**config.mk**
```make
export PLATFORM = sky130hd
export DESIGN_NAME = fft_twiddle_mul
export DESIGN_NICKNAME = d
export VERILOG_FILES = /design/src/rtl/fft_pkg.sv /design/src/rtl/cmult_round.sv /design/src/rtl/fft_twiddle_mul.sv
export SDC_FILE = /design/constraint.sdc
export NUM_CORES = 2
export LEC_CHECK = 0
export ABC_AREA = 1
export CAP_MARGIN = 20
export CORE_ASPECT_RATIO = 1.4
export CORE_MARGIN = 2
export CORE_UTILIZATION = 40
export DETAILED_ROUTE_END_ITERATION = 8
export HOLD_SLACK_MARGIN = 0.02
export PLACE_DENSITY = 0.54
export REMOVE_ABC_BUFFERS = 1
export SYNTH_ARGS = -nofsm -noshare
export SYNTH_HDL_FRONTEND = slang
export SYNTH_SLANG_ARGS = --single-unit
```
**constraint.sdc**
```tcl
create_clock -name clk -period 11.7 [get_ports clk]
set_clock_uncertainty 0.1 [all_clocks]
set_input_delay 1.17 -clock clk [delete_from_list [all_inputs] [get_ports clk]]
set_output_delay 1.17 -clock clk [all_outputs]
set_load 0.01 [all_outputs]
```
**src/rtl/fft_pkg.sv**
```systemverilog
// Shared FFT constants, twiddle component types and the ROM word unpacker.
// Related build option: TWMUL_SAT_EN (saturating output in cmult_round).
package fft_pkg;

   localparam int TW_W       = 9;
   localparam int ADDRLENGTH = 6;
   localparam int FFT_N      = 1 << ADDRLENGTH;
   localparam int ROUND_K    = 1 << (TW_W - 2);

   typedef logic signed [TW_W-1:0] tw_comp_t;

   typedef struct packed {
      tw_comp_t re;
      tw_comp_t im;
   } tw_t;

   // ROM word layout is {re, im}, each a signed TW_W-bit fraction
   function automatic tw_t tw_unpack(input logic [2*TW_W-1:0] word);
      tw_t tw;
      tw.re = tw_comp_t'(word[2*TW_W-1:TW_W]);
      tw.im = tw_comp_t'(word[TW_W-1:0]);
      return tw;
   endfunction

endpackage

```
**src/rtl/cmult_round.sv**
```systemverilog
// Two-stage complex multiplier with round-half-up and width reduction.
// Stage A registers the four partial products, stage B the rounded result.
// Build option TWMUL_SAT_EN: saturate on overflow instead of wrapping.
module cmult_round #(
   parameter int WIDTH = 16,
   parameter int TW_W  = 9
) (
   input  logic                    clk,
   input  logic                    rst,
   input  logic signed [WIDTH-1:0] a_re,
   input  logic signed [WIDTH-1:0] a_im,
   input  logic signed [TW_W-1:0]  w_re,
   input  logic signed [TW_W-1:0]  w_im,
   input  logic                    in_valid,
   input  logic                    in_sof,
   output logic signed [WIDTH-1:0] y_re,
   output logic signed [WIDTH-1:0] y_im,
   output logic                    out_valid,
   output logic                    out_sof
);

   localparam int PW = WIDTH + TW_W;
   localparam int SW = PW + 1;
   localparam logic signed [SW-1:0] RND = SW'(1 << (TW_W - 2));

   logic signed [PW-1:0]    pr_q, pr_d, pi_q, pi_d, qr_q, qr_d, qi_q, qi_d;
   logic                    v3_q, v3_d, sof3_q, sof3_d;
   logic signed [SW-1:0]    sr, si, rnd_re, rnd_im;
   logic signed [WIDTH-1:0] y_re_q, y_re_d, y_im_q, y_im_d;
   logic                    v4_q, v4_d, sof4_q, sof4_d;

`ifdef TWMUL_SAT_EN
   // Clamp to the signed WIDTH-bit range when the upper bits are not pure sign
   function automatic logic signed [WIDTH-1:0] fit(input logic signed [SW-1:0] v);
      logic [SW-WIDTH:0] hi;
      hi = v[SW-1:WIDTH-1];
      if (hi == '0 || hi == '1)
         fit = v[WIDTH-1:0];
      else if (v[SW-1])
         fit = {1'b1, {(WIDTH-1){1'b0}}};
      else
         fit = {1'b0, {(WIDTH-1){1'b1}}};
   endfunction
`else
   logic unused_rnd_hi;
   assign unused_rnd_hi = ^{rnd_re[SW-1:WIDTH], rnd_im[SW-1:WIDTH]};
`endif

   // Partial products, then cross sums, rounding and reduction
   always_comb begin
      pr_d   = PW'(a_re) * PW'(w_re);
      pi_d   = PW'(a_im) * PW'(w_im);
      qr_d   = PW'(a_re) * PW'(w_im);
      qi_d   = PW'(a_im) * PW'(w_re);
      v3_d   = in_valid;
      sof3_d = in_sof;

      sr     = SW'(pr_q) - SW'(pi_q);
      si     = SW'(qr_q) + SW'(qi_q);
      rnd_re = (sr + RND) >>> (TW_W - 1);
      rnd_im = (si + RND) >>> (TW_W - 1);
`ifdef TWMUL_SAT_EN
      y_re_d = fit(rnd_re);
      y_im_d = fit(rnd_im);
`else
      y_re_d = rnd_re[WIDTH-1:0];
      y_im_d = rnd_im[WIDTH-1:0];
`endif
      v4_d   = v3_q;
      sof4_d = sof3_q;
   end

   // Product and result registers; only the qualifiers need a known reset
   always_ff @(posedge clk or posedge rst) begin
      if (rst) begin
         pr_q   <= '0;
         pi_q   <= '0;
         qr_q   <= '0;
         qi_q   <= '0;
         v3_q   <= 1'b0;
         sof3_q <= 1'b0;
         y_re_q <= '0;
         y_im_q <= '0;
         v4_q   <= 1'b0;
         sof4_q <= 1'b0;
      end else begin
         pr_q   <= pr_d;
         pi_q   <= pi_d;
         qr_q   <= qr_d;
         qi_q   <= qi_d;
         v3_q   <= v3_d;
         sof3_q <= sof3_d;
         y_re_q <= y_re_d;
         y_im_q <= y_im_d;
         v4_q   <= v4_d;
         sof4_q <= sof4_d;
      end
   end

   assign y_re      = y_re_q;
   assign y_im      = y_im_q;
   assign out_valid = v4_q;
   assign out_sof   = sof4_q;

endmodule

```
**src/rtl/fft_twiddle_mul.sv**
```systemverilog
// Streaming twiddle multiplier: sequences the twiddle ROM address from a
// per-symbol sample counter, delays the sample to meet the registered ROM
// read, and hands both to cmult_round. Four register stages in total.
// Build option TWMUL_SAT_EN: saturating output (see cmult_round).
module fft_twiddle_mul
   import fft_pkg::*;
#(
   parameter int WIDTH      = 16,
   parameter int TW_W       = fft_pkg::TW_W,
   parameter int ADDRLENGTH = fft_pkg::ADDRLENGTH
) (
   input  logic                    clk,
   input  logic                    rst,
   input  logic signed [WIDTH-1:0] din_re,
   input  logic signed [WIDTH-1:0] din_im,
   input  logic                    din_valid,
   input  logic                    din_sof,
   output logic [ADDRLENGTH-1:0]   ROM_addr,
   input  logic [2*TW_W-1:0]       ROM_data,
   output logic signed [WIDTH-1:0] dout_re,
   output logic signed [WIDTH-1:0] dout_im,
   output logic                    dout_valid,
   output logic                    dout_sof
);

   logic [ADDRLENGTH-1:0]   idx_q, idx_d, addr_q, addr_d, addr_a;
   logic signed [WIDTH-1:0] re1_q, re1_d, im1_q, im1_d;
   logic signed [WIDTH-1:0] re2_q, re2_d, im2_q, im2_d;
   logic                    v1_q, v1_d, sof1_q, sof1_d;
   logic                    v2_q, v2_d, sof2_q, sof2_d;
   logic signed [TW_W-1:0]  tw_re, tw_im;

   // Address sequencing and the two alignment stages ahead of the multiplier
   always_comb begin
      addr_a = din_sof ? '0 : idx_q;
      idx_d  = idx_q;
      addr_d = addr_q;
      if (din_valid) begin
         addr_d = addr_a;
         idx_d  = addr_a + ADDRLENGTH'(1);
      end
      re1_d  = din_re;
      im1_d  = din_im;
      v1_d   = din_valid;
      sof1_d = din_valid & din_sof;
      re2_d  = re1_q;
      im2_d  = im1_q;
      v2_d   = v1_q;
      sof2_d = sof1_q;
      tw_re  = $signed(ROM_data[2*TW_W-1:TW_W]);
      tw_im  = $signed(ROM_data[TW_W-1:0]);
   end

   // Counter, ROM address and S1/S2 pipeline registers
   always_ff @(posedge clk or posedge rst) begin
      if (rst) begin
         idx_q  <= '0;
         addr_q <= '0;
         re1_q  <= '0;
         im1_q  <= '0;
         v1_q   <= 1'b0;
         sof1_q <= 1'b0;
         re2_q  <= '0;
         im2_q  <= '0;
         v2_q   <= 1'b0;
         sof2_q <= 1'b0;
      end else begin
         idx_q  <= idx_d;
         addr_q <= addr_d;
         re1_q  <= re1_d;
         im1_q  <= im1_d;
         v1_q   <= v1_d;
         sof1_q <= sof1_d;
         re2_q  <= re2_d;
         im2_q  <= im2_d;
         v2_q   <= v2_d;
         sof2_q <= sof2_d;
      end
   end

   assign ROM_addr = addr_q;

   cmult_round #(
      .WIDTH (WIDTH),
      .TW_W  (TW_W)
   ) u_cmult (
      .clk       (clk),
      .rst       (rst),
      .a_re      (re2_q),
      .a_im      (im2_q),
      .w_re      (tw_re),
      .w_im      (tw_im),
      .in_valid  (v2_q),
      .in_sof    (sof2_q),
      .y_re      (dout_re),
      .y_im      (dout_im),
      .out_valid (dout_valid),
      .out_sof   (dout_sof)
   );

endmodule

```
Yosys cells after proc, flatten, opt, wreduce, memory -nomap -nowiden
Index checks and enable logic that the tools add are counted.
W data, S select, Z words.

storage, ports and cells
  register bits = 212
  input port bits = 54
  output and inout bits = 40

operators by class
  add/subtract/negate cells = 5
  $mul = 4
  multiplexer cells = 1
  bitwise gates (word level) = 1

operators with widths
  kind                     number
  $mul A16 B9 Y24          4
  $add A24 B9 Y24 const B  2
  $add A24 B24 Y24         1
  $sub A24 B24 Y24         1
  $add A6 B1 Y6 const B    1
  $mux W6                  1
  $and A1 B1 Y1            1

Longest topological paths before layout
  depth in word-level cells = 2
  depth in mapped cells = 25

Modules after synthesis
Synthesis repeated with hierarchy kept, for this count alone.

unflattened totals
  cells, all modules = 3661
  area, all modules = 29265.6 sq um

modules (own cells, without submodules)
  module           times used  cells an instance  area an instance (sq um)  seq. area each (sq um)
  cmult_round      1           3517               26969.6                   3303.2
  fft_twiddle_mul  1           144                2296.0                    2001.9

Worst setup path before layout
OpenSTA, ideal clock, no wires.

  path type = input-to-reg
  from = input ROM_data[15]
  to = register u_cmult.qi_q[15]
  setup time = 0.117 ns
  data arrival time = 5.138 ns
  required time = 11.483 ns
  slack = 6.346 ns
  cell stages on the path = 17
  buffers on the path = 2
  path through = clkbuf_1 > clkbuf_1 > nand2_1 > fa_1 > fa_1 > inv_1 > fa_1 > fa_1 > fa_1 > ha_1 > nand2_1 > o21bai_1 > nand2_1 > nand2_1 > nand3b_1 > nand3_1 > nand2_1

on the way
  word-level cells in the longest chain between the ends = 1

ends and longest elaborated chain
  element                     line                   RTL
  from (decl)                 fft_twiddle_mul.sv:19  input logic [2*TW_W-1:0] ROM_data,
  $mul A16 B9 Y24             cmult_round.sv:54      qi_d = PW'(a_im) * PW'(w_re);
  named net u_cmult.qi_d[15]  cmult_round.sv:26      logic signed [PW-1:0] pr_q, pr_d, pi_q, pi_d, qr_q, qr_d, qi_q, qi_d;
  to (signal assigned)        cmult_round.sv:90      qi_q <= qi_d;
  to (decl)                   cmult_round.sv:26

The timed path passes the listed nets, and every way through them passes these cells.
A chain may end at the register's enable or synchronous reset.

Worst setup path after layout
  from = input ROM_data[8]
  to = register u_cmult.qr_q[23]

on the way
  word-level cells in the longest chain between the ends = 1

ends and longest elaborated chain
  element                     line               RTL
  $mul A16 B9 Y24             cmult_round.sv:53  qr_d = PW'(a_re) * PW'(w_im);
  named net u_cmult.qr_d[23]  cmult_round.sv:26
  to (signal assigned)        cmult_round.sv:89  qr_q <= qr_d;
  to (decl)                   cmult_round.sv:26

The timed path passes the listed nets, and every way through them passes these cells.

==> results.sh <==
export IMPL_outcome="finished clean"
export IMPL_globalRouteOverflowTotal=0
export IMPL_switching_share_pct=54.5
export IMPL_power_share_combinational_pct=78.5
export IMPL_tightestPinTransition_ns=0.946
export IMPL_timing_critical_path_from_type="input port"
export IMPL_drc=0
export IMPL_max_cap_violations=0
export IMPL_count_of_h_tree_levels_built_during_cts=1
export IMPL_p_total_mw=9.59
export IMPL_grt_antenna_before_repair=0
export IMPL_synth_main_ff_cell="sky130_fd_sc_hd__dfrtp_1"
export IMPL_sequentialPowerShare_pct=12.2
export IMPL_ys_ff_latch=212
export IMPL_wl_per_cell_um=15.8
export IMPL_number_of_gates_given_a_new_drive_strength_after_cts=0
export IMPL_tritoncts="yes"
export IMPL_synth_seq_area_share_pct=18.1
export IMPL_drt_pass1_iterations=5
export IMPL_power_share_clock_pct=9.4
export IMPL_worst_setup_path_type="input port to register"
export IMPL_place_detailed_instances=4596
export IMPL_final_net_count=4474
export IMPL_p_switching_mw=5.23
export IMPL_clock_tree_root_buffer_cell="sky130_fd_sc_hd__clkbuf_16"
export IMPL_dr_total_vias=22300
export IMPL_drt_initial_drc_count=1286
export IMPL_drive_gt1_share_pct=2.65
export IMPL_arrival_ns=6.40
export IMPL_grt_first_pass_wirelength_um=122000
export IMPL_yosys_top_cells_area="sky130_fd_sc_hd__fa_1, sky130_fd_sc_hd__dfrtp_1, sky130_fd_sc_hd__nand2_1"
export IMPL_max_clock_path_buffers=3
export IMPL_synth_top_area_share_pct=31.7
export IMPL_number_of_cells_produced_by_synthesis=3639
export IMPL_period_share_pct=51.5
export IMPL_cts_buffers=27
export IMPL_clk_latency_ns=0.58
export IMPL_synth_largest_area_cell="sky130_fd_sc_hd__fa_1"
export IMPL_fp_dieArea_um2=75400
export IMPL_asyncSetResetFlopFracSynth_pct=100
export IMPL_yosysUniqueCellTypes=33
export IMPL_finalSetupViolCount=0
export IMPL_period_needed_ns=6.03
export IMPL_largest_fanout_on_the_critical_path=25
export IMPL_totalNegativeSetupSlack_ns=0
export IMPL_pin_count=94
export IMPL_cts_sinks=212
export IMPL_core_um2=72600
export IMPL_routed_via_count_divided_by_cell_count=4.80
export IMPL_synth_most_common_cell="sky130_fd_sc_hd__nand2_1"
export IMPL_maximum_number_of_pins_on_one_net_before_global_route_repair=96
export IMPL_cts_post_setup_buffers_inserted=0
export IMPL_grt_pass1_vias=23200
export IMPL_placement_rows=117
export IMPL_final_cells=4645
export IMPL_power_leakage_nw=18.8
export IMPL_worstHoldPathType="register to register"
export IMPL_syn_avg_cell_area_um2=8.04
export IMPL_power_density_nw_per_um2=299
export IMPL_syn2layout_area_growth_pct=9.74
export IMPL_worst_ep_required_time_ns=12.07
export IMPL_irDropWorstVdd_mv=0.153
export IMPL_finalWirelength_um=73200
export IMPL_rsz0062_at_grt="false"
export IMPL_floorplan_initialDensity_pct=40.3
export IMPL_insertedDiodeCount=0
export IMPL_globalplace_congestion=0.888
export IMPL_timing_final_max_slew_violations=0
export IMPL_die_h_um=324
export IMPL_die_width_um=233
export IMPL_fmaxAchievable_ghz=0.166
export IMPL_cts_clk_slew_worst_paths_ns=0.06
export IMPL_cts_hold_buffers=0
export IMPL_yosys_warn_count=0
export IMPL_slew_limit_headroom_pct=36.9
export IMPL_grtUsageTotal_pct=20.5
export IMPL_dp_hpwl_um=58300
export IMPL_timing_final_hold_violations=0
export IMPL_endpoint_kind="register"
export IMPL_synth_edf_count=0
export IMPL_syn_cell_area_um2=29300
export IMPL_synthTopCellsByCount="sky130_fd_sc_hd__nand2_1, sky130_fd_sc_hd__inv_1, sky130_fd_sc_hd__fa_1"
export IMPL_place_port_buffers=93
export IMPL_detail_route_antenna_nets=0
export IMPL_intPower_mw=4.37
-- final cells by class --
| type | count | area (um2) |
|---|---|---|
| clock buffers | 32 | 734 |
| inverters | 842 | 3170 |
| clock inverters | 17 | 229 |
| repair buffers | 125 | 1150 |
| well taps | 952 | 1190 |
| flip-flops and latches | 212 | 5310 |
| multi-input cells | 2465 | 20300 |
| fillers | 7386 | 40500 |
-- per-stage QoR --
step                      hold WS (ns)  util (%)  cell area, um2  setup slack [ns]
after detailed placement         0.235      42.9           31200              5.11
after global routing             0.250      44.2           32100              5.38
final                            0.241      44.2           32100              5.67
after CTS                        0.243      44.2           32100              5.73
after global placement           0.233      42.9           31200              5.11
after floorplan                  0.231         -           28800              4.64
-- worst paths after layout --
path / start / endpoint / slack (ns) / cells past startpoint
worst max-delay path: ROM_data[8] / u_cmult.qr_q[23] / 5.67 / 23
worst min-delay path: im1_q[4] / im2_q[4] / 0.24 / 0
worst max register to register: im2_q[15] / u_cmult.qi_q[22] / 6.28 / 15
worst min register to register: im1_q[4] / im2_q[4] / 0.24 / 0
max in group asynchronous: rst / im1_q[14] / 9.21 / 3
min in group asynchronous: rst / im1_q[1] / 1.01 / 2
-- kinds of logic after synthesis --
family / Yosys count / share of synthesized area (%)
compound gates: 209 / 3.83
xor+xnor: 76 / 2.27
flops: 212 / 18.1
fa+ha+maj: 747 / 43.8
simple gates: 1433 / 19.6
buf+inv: 962 / 12.4
-- sequential cells by signal (all words and copies together) (netlist names), 24 cells and up --
signal        cells
u_cmult.pi_q     24
u_cmult.qr_q     24
u_cmult.pr_q     24
u_cmult.qi_q     24
-- cell usage in the layout, fill, tap and decap left out, types with 4 or more instances in the layout --
cell / instances
sky130_fd_sc_hd__clkdlybuf4s50_1: 89
sky130_fd_sc_hd__xnor2_1: 12
sky130_fd_sc_hd__nor3_1: 15
sky130_fd_sc_hd__a21boi_0: 4
sky130_fd_sc_hd__nand2_1: 1048
sky130_fd_sc_hd__buf_4: 32
sky130_fd_sc_hd__nand3_1: 118
sky130_fd_sc_hd__o21bai_1: 13
sky130_fd_sc_hd__fa_1: 464
sky130_fd_sc_hd__a21oi_1: 115
sky130_fd_sc_hd__inv_1: 838
sky130_fd_sc_hd__dfrtp_1: 212
sky130_fd_sc_hd__ha_1: 283
sky130_fd_sc_hd__bufinv_16: 4
sky130_fd_sc_hd__xor2_1: 64
sky130_fd_sc_hd__or2_2: 6
sky130_fd_sc_hd__clkbuf_8: 4
sky130_fd_sc_hd__nor2_1: 188
sky130_fd_sc_hd__nand4_1: 36
sky130_fd_sc_hd__a21o_1: 8
sky130_fd_sc_hd__clkbuf_16: 27
sky130_fd_sc_hd__clkinvlp_4: 4
sky130_fd_sc_hd__o21ai_0: 62
sky130_fd_sc_hd__nand3b_1: 10
-- power by group through the flow --
stage	Sequential (mW)	Clock (mW)	Combinational, mW
final	1.17	0.897	7.53
after global routing	1.19	0.958	8.69
after CTS	1.17	0.930	7.60
after detailed placement	1.19	0	7.53
after global placement	1.19	0	7.54
after floorplan	1.17	0	5.46
-- worst max-delay path: stages --
cell and delay (ns):
sky130_fd_sc_hd__clkdlybuf4s50_1 0.40, sky130_fd_sc_hd__buf_4 0.21, sky130_fd_sc_hd__inv_1 0.68, sky130_fd_sc_hd__nor2_1 0.12, sky130_fd_sc_hd__fa_1 0.52, sky130_fd_sc_hd__inv_1 0.06
sky130_fd_sc_hd__fa_1 0.50, sky130_fd_sc_hd__inv_1 0.05, sky130_fd_sc_hd__fa_1 0.48, sky130_fd_sc_hd__inv_1 0.05, sky130_fd_sc_hd__fa_1 0.47, sky130_fd_sc_hd__inv_1 0.04
sky130_fd_sc_hd__ha_1 0.28, sky130_fd_sc_hd__ha_1 0.40, sky130_fd_sc_hd__nand2_1 0.12, sky130_fd_sc_hd__inv_1 0.10, sky130_fd_sc_hd__nand3_1 0.10, sky130_fd_sc_hd__nor2_1 0.16
sky130_fd_sc_hd__nand3_1 0.12, sky130_fd_sc_hd__nand3_1 0.19, sky130_fd_sc_hd__inv_1 0.06, sky130_fd_sc_hd__nand2_1 0.06, sky130_fd_sc_hd__nand2_1 0.06
-- layer usage --
| metal | up-vias | global-route usage, % | wire length (um) |
|---|---|---|---|
| met5 | - | 0 | 0 |
| met4 | 0 | 6.78 | 2600 |
| met3 | 97 | 2.01 | 3000 |
| met2 | 438 | 35.1 | 35500 |
| met1 | 10900 | 27.2 | 32200 |
| li1 | 10800 | - | - |
No activity file was read; power rests on OpenSTA's default activity.
